### config.mk
export PLATFORM = sky130hd
export DESIGN_NAME = psum_drain_flat
export DESIGN_NICKNAME = d
export VERILOG_FILES = /design/src/rtl/psum_drain_if.sv /design/src/rtl/psum_drain.sv /design/src/flat_wrapper.sv
export SDC_FILE = /design/constraint.sdc
export NUM_CORES = 1
export LEC_CHECK = 0
export ABC_AREA = 1
export BUFFER_PORTS_ARGS = -buffer_cell sky130_fd_sc_hd__buf_4
export CORE_MARGIN = 5
export CORE_UTILIZATION = 30
export CTS_CLUSTER_SIZE = 8
export DETAILED_ROUTE_END_ITERATION = 8
export SYNTH_ARGS = -nofsm -noshare
export SYNTH_HDL_FRONTEND = slang
export SYNTH_SLANG_ARGS = --single-unit
export TNS_END_PERCENT = 50
### constraint.sdc
create_clock -name CLK -period 3.4 [get_ports CLK]
set_clock_uncertainty 0.1 [all_clocks]
set_input_delay 0.85 -clock CLK [delete_from_list [all_inputs] [get_ports CLK]]
set_output_delay 0.85 -clock CLK [all_outputs]
set_load 0.01 [all_outputs]
### src/rtl/psum_drain_if.sv
// ---------------------------------------------------------------------------
// psum_drain_if
//   Bundles the psum_drain data path: the psum stream leaving the last PE
//   column (ENRight/psumRight), the aligned output vector handshake
//   (OValid/OReady/OData) and the status outputs (Overflow/VecCount).
//
//   Handshake: OData is offered while OValid=1 and a vector transfers on
//   every CLK rising edge where OValid=1 and OReady=1. Once raised, OValid
//   and OData hold until that transfer happens. OReady may be driven at
//   will and has no effect while OValid=0. ENRight has no ready: a push to
//   a full row is dropped and reported on Overflow.
//
//   Modports:
//     master : array edge / downstream side (drives ENRight, psumRight, OReady)
//     slave  : psum_drain itself (drives OValid, OData, Overflow, VecCount)
// ---------------------------------------------------------------------------
interface psum_drain_if #(
    parameter int ROWS   = 4,
    parameter int PSUM_W = 16
);
    logic [ROWS-1:0]        ENRight;
    logic [ROWS*PSUM_W-1:0] psumRight;
    logic                   OValid;
    logic                   OReady;
    logic [ROWS*PSUM_W-1:0] OData;
    logic [ROWS-1:0]        Overflow;
    logic [15:0]            VecCount;

    modport master (
        output ENRight, psumRight, OReady,
        input  OValid, OData, Overflow, VecCount
    );

    modport slave (
        input  ENRight, psumRight, OReady,
        output OValid, OData, Overflow, VecCount
    );
endinterface

### src/rtl/psum_drain.sv
// ---------------------------------------------------------------------------
// psum_drain
//   Right-edge collector of the weight-stationary MAC array. Each row has its
//   own FIFO so the skewed per-row psums can be realigned: a vector is
//   offered only once every row holds at least one entry, and all rows pop
//   together when the vector is accepted.
//
//   Ports:
//     CLK  : rising-edge clock
//     RST  : synchronous, active-high reset (drops all buffered psums)
//     bus  : psum_drain_if.slave
//              ENRight[r]/psumRight lane r : row r push
//              OValid/OReady/OData         : aligned vector handshake
//              Overflow[r]                 : sticky drop flag for row r
//              VecCount                    : accepted vectors, wraps at 2^16
// ---------------------------------------------------------------------------
module psum_drain #(
    parameter int ROWS   = 4,
    parameter int PSUM_W = 16,
    parameter int DEPTH  = 8
) (
    input logic         CLK,
    input logic         RST,
    psum_drain_if.slave bus
);
    localparam int AW = $clog2(DEPTH);
    localparam int CW = AW + 1;

    logic [PSUM_W-1:0]      mem      [ROWS][DEPTH];
    logic [AW-1:0]          wr_ptr   [ROWS];
    logic [AW-1:0]          rd_ptr   [ROWS];
    logic [CW-1:0]          count    [ROWS];
    logic [ROWS-1:0]        row_nonempty;
    logic [ROWS-1:0]        row_full;
    logic [ROWS-1:0]        push_ok;
    logic [ROWS-1:0]        drop;
    logic                   out_valid;
    logic                   pop;
    logic [ROWS*PSUM_W-1:0] out_data;
    logic [ROWS-1:0]        overflow_q;
    logic [15:0]            vec_count_q;

    // Valid is built from registered counts only, so neither ENRight nor
    // OReady reaches OValid combinationally.
    always_comb begin
        row_nonempty = '0;
        row_full     = '0;
        for (int r = 0; r < ROWS; r++) begin
            row_nonempty[r] = (count[r] != '0);
            row_full[r]     = (count[r] == CW'(DEPTH));
        end
    end

    assign out_valid = &row_nonempty;
    assign pop       = out_valid && bus.OReady;

    // A full row still accepts a push on a popping edge: the slot being
    // vacated is reused, so the count stays at DEPTH.
    always_comb begin
        push_ok = '0;
        drop    = '0;
        for (int r = 0; r < ROWS; r++) begin
            push_ok[r] = bus.ENRight[r] && (!row_full[r] || pop);
            drop[r]    = bus.ENRight[r] && row_full[r] && !pop;
        end
    end

    // Storage needs no reset: occupancy alone decides what is readable.
    always_ff @(posedge CLK) begin
        for (int r = 0; r < ROWS; r++) begin
            if (push_ok[r] && !RST) begin
                mem[r][wr_ptr[r]] <= bus.psumRight[r*PSUM_W +: PSUM_W];
            end
        end
    end

    always_ff @(posedge CLK) begin
        if (RST) begin
            for (int r = 0; r < ROWS; r++) begin
                wr_ptr[r] <= '0;
                rd_ptr[r] <= '0;
                count[r]  <= '0;
            end
            overflow_q  <= '0;
            vec_count_q <= '0;
        end else begin
            for (int r = 0; r < ROWS; r++) begin
                if (push_ok[r]) begin
                    wr_ptr[r] <= wr_ptr[r] + AW'(1);
                end
                if (pop) begin
                    rd_ptr[r] <= rd_ptr[r] + AW'(1);
                end
                if (push_ok[r] && !pop) begin
                    count[r] <= count[r] + CW'(1);
                end else if (!push_ok[r] && pop) begin
                    count[r] <= count[r] - CW'(1);
                end
            end
            overflow_q <= overflow_q | drop;
            if (pop) begin
                vec_count_q <= vec_count_q + 16'd1;
            end
        end
    end

    // Heads are masked while no vector is offered so that OData reads zero
    // after reset instead of stale storage.
    always_comb begin
        out_data = '0;
        for (int r = 0; r < ROWS; r++) begin
            out_data[r*PSUM_W +: PSUM_W] = out_valid ? mem[r][rd_ptr[r]] : '0;
        end
    end

    assign bus.OValid   = out_valid;
    assign bus.OData    = out_data;
    assign bus.Overflow = overflow_q;
    assign bus.VecCount = vec_count_q;
endmodule

### src/flat_wrapper.sv
// flat-port wrapper written by rule: the top's interface ports become plain ports
module psum_drain_flat 
#(
    parameter int ROWS   = 4,
    parameter int PSUM_W = 16,
    parameter int DEPTH  = 8
)
  (CLK, RST, bus_ENRight, bus_psumRight, bus_OReady, bus_OValid, bus_OData, bus_Overflow, bus_VecCount);
  psum_drain_if #(.ROWS(ROWS), .PSUM_W(PSUM_W)) bus_i ();
  input logic CLK;
  input logic RST;
  input wire logic [$bits(bus_i.ENRight)-1:0] bus_ENRight;
  input wire logic [$bits(bus_i.psumRight)-1:0] bus_psumRight;
  input wire logic [$bits(bus_i.OReady)-1:0] bus_OReady;
  output wire logic [$bits(bus_i.OValid)-1:0] bus_OValid;
  output wire logic [$bits(bus_i.OData)-1:0] bus_OData;
  output wire logic [$bits(bus_i.Overflow)-1:0] bus_Overflow;
  output wire logic [$bits(bus_i.VecCount)-1:0] bus_VecCount;
  assign bus_i.ENRight = bus_ENRight;
  assign bus_i.psumRight = bus_psumRight;
  assign bus_i.OReady = bus_OReady;
  assign bus_OValid = bus_i.OValid;
  assign bus_OData = bus_i.OData;
  assign bus_Overflow = bus_i.Overflow;
  assign bus_VecCount = bus_i.VecCount;
  psum_drain #(.ROWS(ROWS), .PSUM_W(PSUM_W), .DEPTH(DEPTH)) u_core (.CLK(CLK), .RST(RST), .bus(bus_i));
endmodule
==> impl_results.md, run 1 <==
- Total number of yosys warnings: 0
- Worst vdd ir: 421.0 uV
- Synthesized cell area: 23720 sq um
- Pin count of the biggest net entering global routing: 67
- Initial antenna violation count: 3
- Total CTS buffers: 82
- Worst min path class: primary input to flop
- Critical path startpoint category: flop
- Vias in the first global route: 16107
- Clock root cell: clkbuf_16
- Fin Hold WS: 0.3781 ns
- Final HPWL DP: 34970 um
- Final Critical Period: 3.286 ns
- Pins Over Slew Limit: 0
- Post-synthesis sequential area ratio: 0.7157
- Ys flop type: edfxtp_1
- Hold Violations, Final: 0
- Top cells by count, synth: 552 x edfxtp_1, 353 x nand2_1, 338 x nor2_1
- H-Tree Depth: 3
- Area delta synth->final: 21.66%
- Max-Cap Viols: 0
- Period utilisation layout: 0.9664
- DR pass1 iterations: 7
- Final #Nets: 2346
- CTS tree: yes
- Clk sinks: 572
- Routability congestion estimate: 0.7803
- CP max stage delay: 0.44 ns
- Crit-path max FO: 40
- Worst Setup Slack, final: 0.1143 ns
- Critical Path Sink Type: output pin
- All-Layer GR Usage: 0.1354
- Actual transition at the worst max-transition pin: 0.5779 ns
- Clock Tree Buf Depth: 3
- Post-DR wirelength/cell: 17.67 um
- Reg2Reg Depth: 17
- Rel. slew slack: 0.6136
- Fin cells: 3330
- Die X: 291.2 um
- Final instance area: 28860 sq um
- Routed Antenna Nets: 0
- Starting density of the core: 0.3012
- Footprint of the multi-input gates: 6181 sq um
- Setup violations, final: 0
- Die footprint: 84790 sq um
- Critical Path AT: 2.34 ns
- Drt drc: 0
- PD cells: 731.2 nW/um^2
- Critical Path RT: 2.45 ns
- Clock-pin slew on the worst setup and hold paths: 0.05 ns
- Top cell type's share of synthesized area: 0.6988
- Cell Chain, Critical Path: inv_4 > buf_12 > nor2_1 > o21ai_0 > a21oi_1 > nor3_4 > buf_4
- Row cnt: 103
- Placed Cells: 3219
- Place WS: 0.4103 ns
- Overall Power: 21.10 mW
- F_max: 304.3 MHz
- Cell accounting for the most synthesized area: edfxtp_1
- Area after DPL: 26340 sq um
- DR iter-0 viols: 1360
- Filler cells: 7526
- Outcome: complete, no violations
- Hold path depth: 1
- CP max stage cell: edfxtp_1
- Worst skew pair latency: 0.60 ns
- Vias per inst: 4.765
- Total grt overflow: 0
- Sequential cell area: 16980 sq um
- Critical path type: flop to output pin
- Layout cells sized above 1: 0.1615
- Setup TNS: 0 ns
- Syn Area/Cell: 11.54 sq um
- P_leak: 10.32 nW
- RSZ-0062 raised after global routing: yes
- Library cells used by synthesis: 27
- Std-Cell Core Area: 78740 sq um
- EDFF count, synth: 552
- Ranking of synthesized cells by area: edfxtp_1 70%, nand2_1 5.6%, nor2_1 5.3%, nand3_1 3.7%, a21oi_1 3.3%
- Most common cell in the netlist: edfxtp_1
- Ys async rst share: 0
- Routed wire length: 58840 um
- Post-Synthesis Cells: 2056
- IO Count: 156
- #FFs+latches synth: 572
- Port Buf Inserts: 155
- First-pass GRT wire length: 91840 um
- Die Y: 291.2 um
- Via count: 15868
- Syn_nets: 2147
- Final Core Density: 0.3665
==> cell families after synthesis <==
logic type | count (synthesis) | share of synthesized area
buffers and inverters | 184 | 0.03149
xor gates and xnor gates | 26 | 0.009600
and+or+nand+nor | 960 | 0.1695
AOI/OAI and AO/OA | 294 | 0.06224
DFF | 572 | 0.7157
adders and majority gates | 20 | 0.01150
==> cells in the final DEF, fill, tap and decap left out <==
master,count
a21oi_1,155
a31oi_1,4
and2_1,1
buf_12,8
buf_4,213
buf_6,4
bufinv_16,1
clkbuf_1,17
clkbuf_16,85
clkbuf_8,1
clkinv_1,1
clkinv_2,1
clkinv_8,4
dfxtp_1,20
diode_2,1
edfxtp_1,552
fa_1,3
ha_1,17
inv_1,67
inv_2,4
inv_4,1
nand2_1,353
nand2_2,1
nand2_4,4
nand3_1,177
nand3_4,1
nand3b_1,1
nand4_1,6
nor2_1,338
nor2_2,9
nor2_4,3
nor3_1,38
nor3_2,21
nor3_4,7
o21ai_0,135
xnor2_1,13
xor2_1,13
==> final cells by class <==
| cell class | instances | share of cell area |
|---|---|---|
| Antenna cell | 1 | 0.00008671 |
| Clock buffer | 102 | 0.07592 |
| Clock inverter | 6 | 0.003425 |
| Inverter | 73 | 0.009625 |
| Multi-Input combinational cell | 1300 | 0.2142 |
| Sequential cell | 572 | 0.5883 |
| Tap cell | 1050 | 0.04552 |
| Timing Repair Buffer | 226 | 0.06300 |
==> layer usage <==
layer / vias to the layer above / GRT usage / share of wire
met5: - / 0 / 0.00020
met4: 2 / 0.04617 / 0.022
met3: 88 / 0.02457 / 0.047
met2: 379 / 0.2253 / 0.49
met1: 7823 / 0.1795 / 0.44
li1: 7576 / - / -
==> flip-flops by register name, summed over array words and instances, names as in the netlist <==
register	flops
u_core.count	16
u_core.bus.Overflow	4
u_core.bus.VecCount	16
u_core.wr_ptr	12
u_core.rd_ptr	12
u_core.mem	512
==> path summary, 6_finish.rpt <==
path,end,startpoint,slack (ns)
worst min register to register,u_core.bus.VecCount[15],u_core.bus.VecCount[15],0.42
worst min-delay path,u_core.mem[0][42],bus_psumRight[10],0.38
worst max-delay path,bus_OData[62],u_core.rd_ptr[3][0],0.11
worst max register to register,u_core.count[0][3],u_core.count[3][1],0.39
==> worst max-delay path: cells and delay by family, from the launching register on <==
family          cells  cell delay [ns]
compound gates      2             0.29
buf+inv             3             0.70
flops               1             0.44
simple gates        2             0.30
==> timing repair <==
item	CTS	global route
pin swaps	2	2
hold buffers	0	0
gates resized for setup	28	15
buffers inserted	1	1
gates cloned	0	0
endpoints found under the setup margin	51	63
==> where the power goes <==
group | switching [mW] | internal (mW)
clock network | 2.81 | 4.52
logic | 3.49 | 1.93
registers | 0.204 | 8.14
Note: power is estimated with default switching activity, not from simulation.
==> inputs of run 2 (changes only) <==
--- a/config.mk
+++ b/config.mk
@@ -7,6 +7,8 @@
 export LEC_CHECK = 0
 export ABC_AREA = 1
 export BUFFER_PORTS_ARGS = -buffer_cell sky130_fd_sc_hd__buf_4
+export CAP_MARGIN = 20
+export CORE_ASPECT_RATIO = 1.2
 export CORE_MARGIN = 5
 export CORE_UTILIZATION = 30
 export CTS_CLUSTER_SIZE = 8
==> run 2 against run 1 <==
- worst setup slack worse by 0.042 ns
- cell count is 0.21% lower
- sequential share of layout area is 0.55 points lower
- via count is 1.9% higher
- utilization is 0.34 points higher
- first-iteration DRC count is 10% lower
- wire length is 5.6% higher
- total power is 2.9% higher
- cell area is 0.94% higher
- hold slack worse by 0.022 ns
- critical path type unchanged
- critical endpoint is now bus_OData[2]
- largest power group unchanged
- highest routed layer is now met4
==> impl_results.md, run 2 (synthesis gave the netlist of run 1 again) <==
- Final Critical Period: 3.327 ns (+0.04157 ns)
- DR iter-0 viols: 1218 (-10%)
- Fin Hold WS: 0.3564 ns (-0.02174 ns)
- Placed Cells: 3211 (-0.25%)
- Die X: 266.7 um (-8.4%)
- Hold Violations, Final: 0 (unchanged)
- Place WS: 0.1669 ns (-0.2433 ns)
- CP max stage delay: 0.39 ns (-0.05 ns)
- Port Buf Inserts: 155 (unchanged)
- Critical Path RT: 2.45 ns (about the same)
- Clock Tree Buf Depth: 3 (unchanged)
- Area delta synth->final: 22.80%
- Clk sinks: 572 (unchanged)
- Worst min path class: primary input to flop
- Final #Nets: 2357 (+0.47%)
- Routed Antenna Nets: 0 (unchanged)
- Clock root cell: clkbuf_16
- Row cnt: 113 (+9.7%)
- Fin cells: 3323 (-0.21%)
- Worst vdd ir: 352.1 uV (-16%)
- Worst Setup Slack, final: 0.07273 ns (-0.04157 ns)
- Vias per inst: 4.865 (+2.1%)
- Clock-pin slew on the worst setup and hold paths: 0.05 ns (about the same)
- F_max: 300.5 MHz (-1.2%)
- WP buf/inv: 4 (+1)
- Drt drc: 0 (unchanged)
- Crit-path max FO: 10 (-75%)
- Critical Path Sink Type: output pin
- Total grt overflow: 0 (unchanged)
- Largest register FFs: 512 (unchanged)
- Top delay family on crit path: buffers and inverters
- Starting density of the core: 0.3012 (about the same)
- Cell Chain, Critical Path: inv_1 > ha_1 > nand2_1 > nand2_2 > nor2_4 > inv_4 > buf_16 > nor3_4 > buf_4
- Vias in the first global route: 16465 (+2.2%)
- Pin count of the biggest net entering global routing: 67 (unchanged)
- RSZ-0062 raised after global routing: yes
- CP max stage cell: edfxtp_1
- P_leak: 10.43 nW (+1.0%)
- IO Count: 156 (unchanged)
- PD cells: 745.2 nW/um^2 (+1.9%)
- Rel. slew slack: 0.5302 (-0.08343)
- DR pass1 iterations: 6 (-1)
- Critical path type: flop to output pin
- Via count: 16168 (+1.9%)
- Outcome: complete, no violations
- Total CTS buffers: 82 (unchanged)
- Routed wire length: 62120 um (+5.6%)
- Most frequent cells in the layout: 552 x edfxtp_1, 353 x nand2_1, 338 x nor2_1
- Initial antenna violation count: 0 (-3)
- Setup violations, final: 0 (unchanged)
- Layout cells sized above 1: 0.1748 (+0.01335)
- Pins Over Slew Limit: 0 (unchanged)
- Worst skew pair latency: 0.62 ns (+0.02 ns)
- CTS tree: yes
- Max-Cap Viols: 0 (unchanged)
- All-Layer GR Usage: 0.1423 (+0.006963)
- # diodes: 0 (-1)
- Die Y: 318.0 um (+9.2%)
- Critical path startpoint category: flop
- Post-DR wirelength/cell: 18.69 um (+5.8%)
- Period utilisation layout: 0.9786 (+0.01223)
- H-Tree Depth: 3 (unchanged)
- Critical Path AT: 2.38 ns (+0.04 ns)
- Most common cell after layout, fill and taps aside: edfxtp_1
- Routability congestion estimate: 0.8367 (+7.2%)
- Die footprint: 84810 sq um (about the same)
- Actual transition at the worst max-transition pin: 0.7039 ns (+0.1260 ns)
- Std-Cell Core Area: 78750 sq um (about the same)
- Final HPWL DP: 36340 um (+3.9%)
- First-pass GRT wire length: 95260 um (+3.7%)
==> run 2: final cells by class <==
cell class | count | area, sq um
Clock buffer | 95 | 2101
Timing Repair Buffer | 237 | 1937
Multi-Input combinational cell | 1300 | 6372
Tap cell | 1035 | 1295
Inverter | 73 | 285.3
Clock inverter | 11 | 162.7
Sequential cell | 572 | 16980
Fill cell | 7516 | 49620
==> run 2: metal layers <==
| layer | GRT usage | up-vias | part of all wire |
|---|---|---|---|
| met1 | 0.1815 | 7952 | 0.41 |
| li1 | - | 7600 | - |
| met2 | 0.2454 | 508 | 0.51 |
| met5 | 0 | - | 0 |
| met3 | 0.02691 | 108 | 0.052 |
| met4 | 0.04429 | 0 | 0.023 |
==> run 2: worst paths after layout <==
path                                        startpoint                endpoint  slack, ns  cells after the start
worst max-delay path                u_core.count[3][0]            bus_OData[2]       0.07                      9
worst min-delay path                 bus_psumRight[26]       u_core.mem[1][10]       0.36                      1
worst min register to register  u_core.bus.Overflow[1]  u_core.bus.Overflow[1]       0.39                      2
worst max register to register      u_core.count[3][0]      u_core.count[2][3]       0.41                     18
==> run 2: per-stage QoR <==
step	utilization	total power, mW	setup TNS, ns	cell area (sq um)
6_report	0.3699	21.71	0	29130
5_1_grt	0.3699	22.81	-0.1025	29130
2_1_floorplan	-	11.41	0	23720
4_1_cts	0.3681	21.74	-0.007652	28990
3_3_place_gp	0.3341	13.61	0	26310
3_5_place_dp	0.3341	13.73	0	26310
==> run 2: power breakdown <==
group	switching (mW)	leakage [nW]	total, mW	internal (mW)
Combinational	3.88	4.11	6.07	2.19
Clock	2.87	1.10	7.28	4.41
Sequential	0.213	5.21	8.36	8.14
==> run 2: timing repair <==
item	4_1_cts	5_1_grt
setup buffers	1	2
gates cloned	1	2
pin swaps	5	4
resized for setup	74	20
hold buffers	0	0
endpoints found under the setup margin	63	57
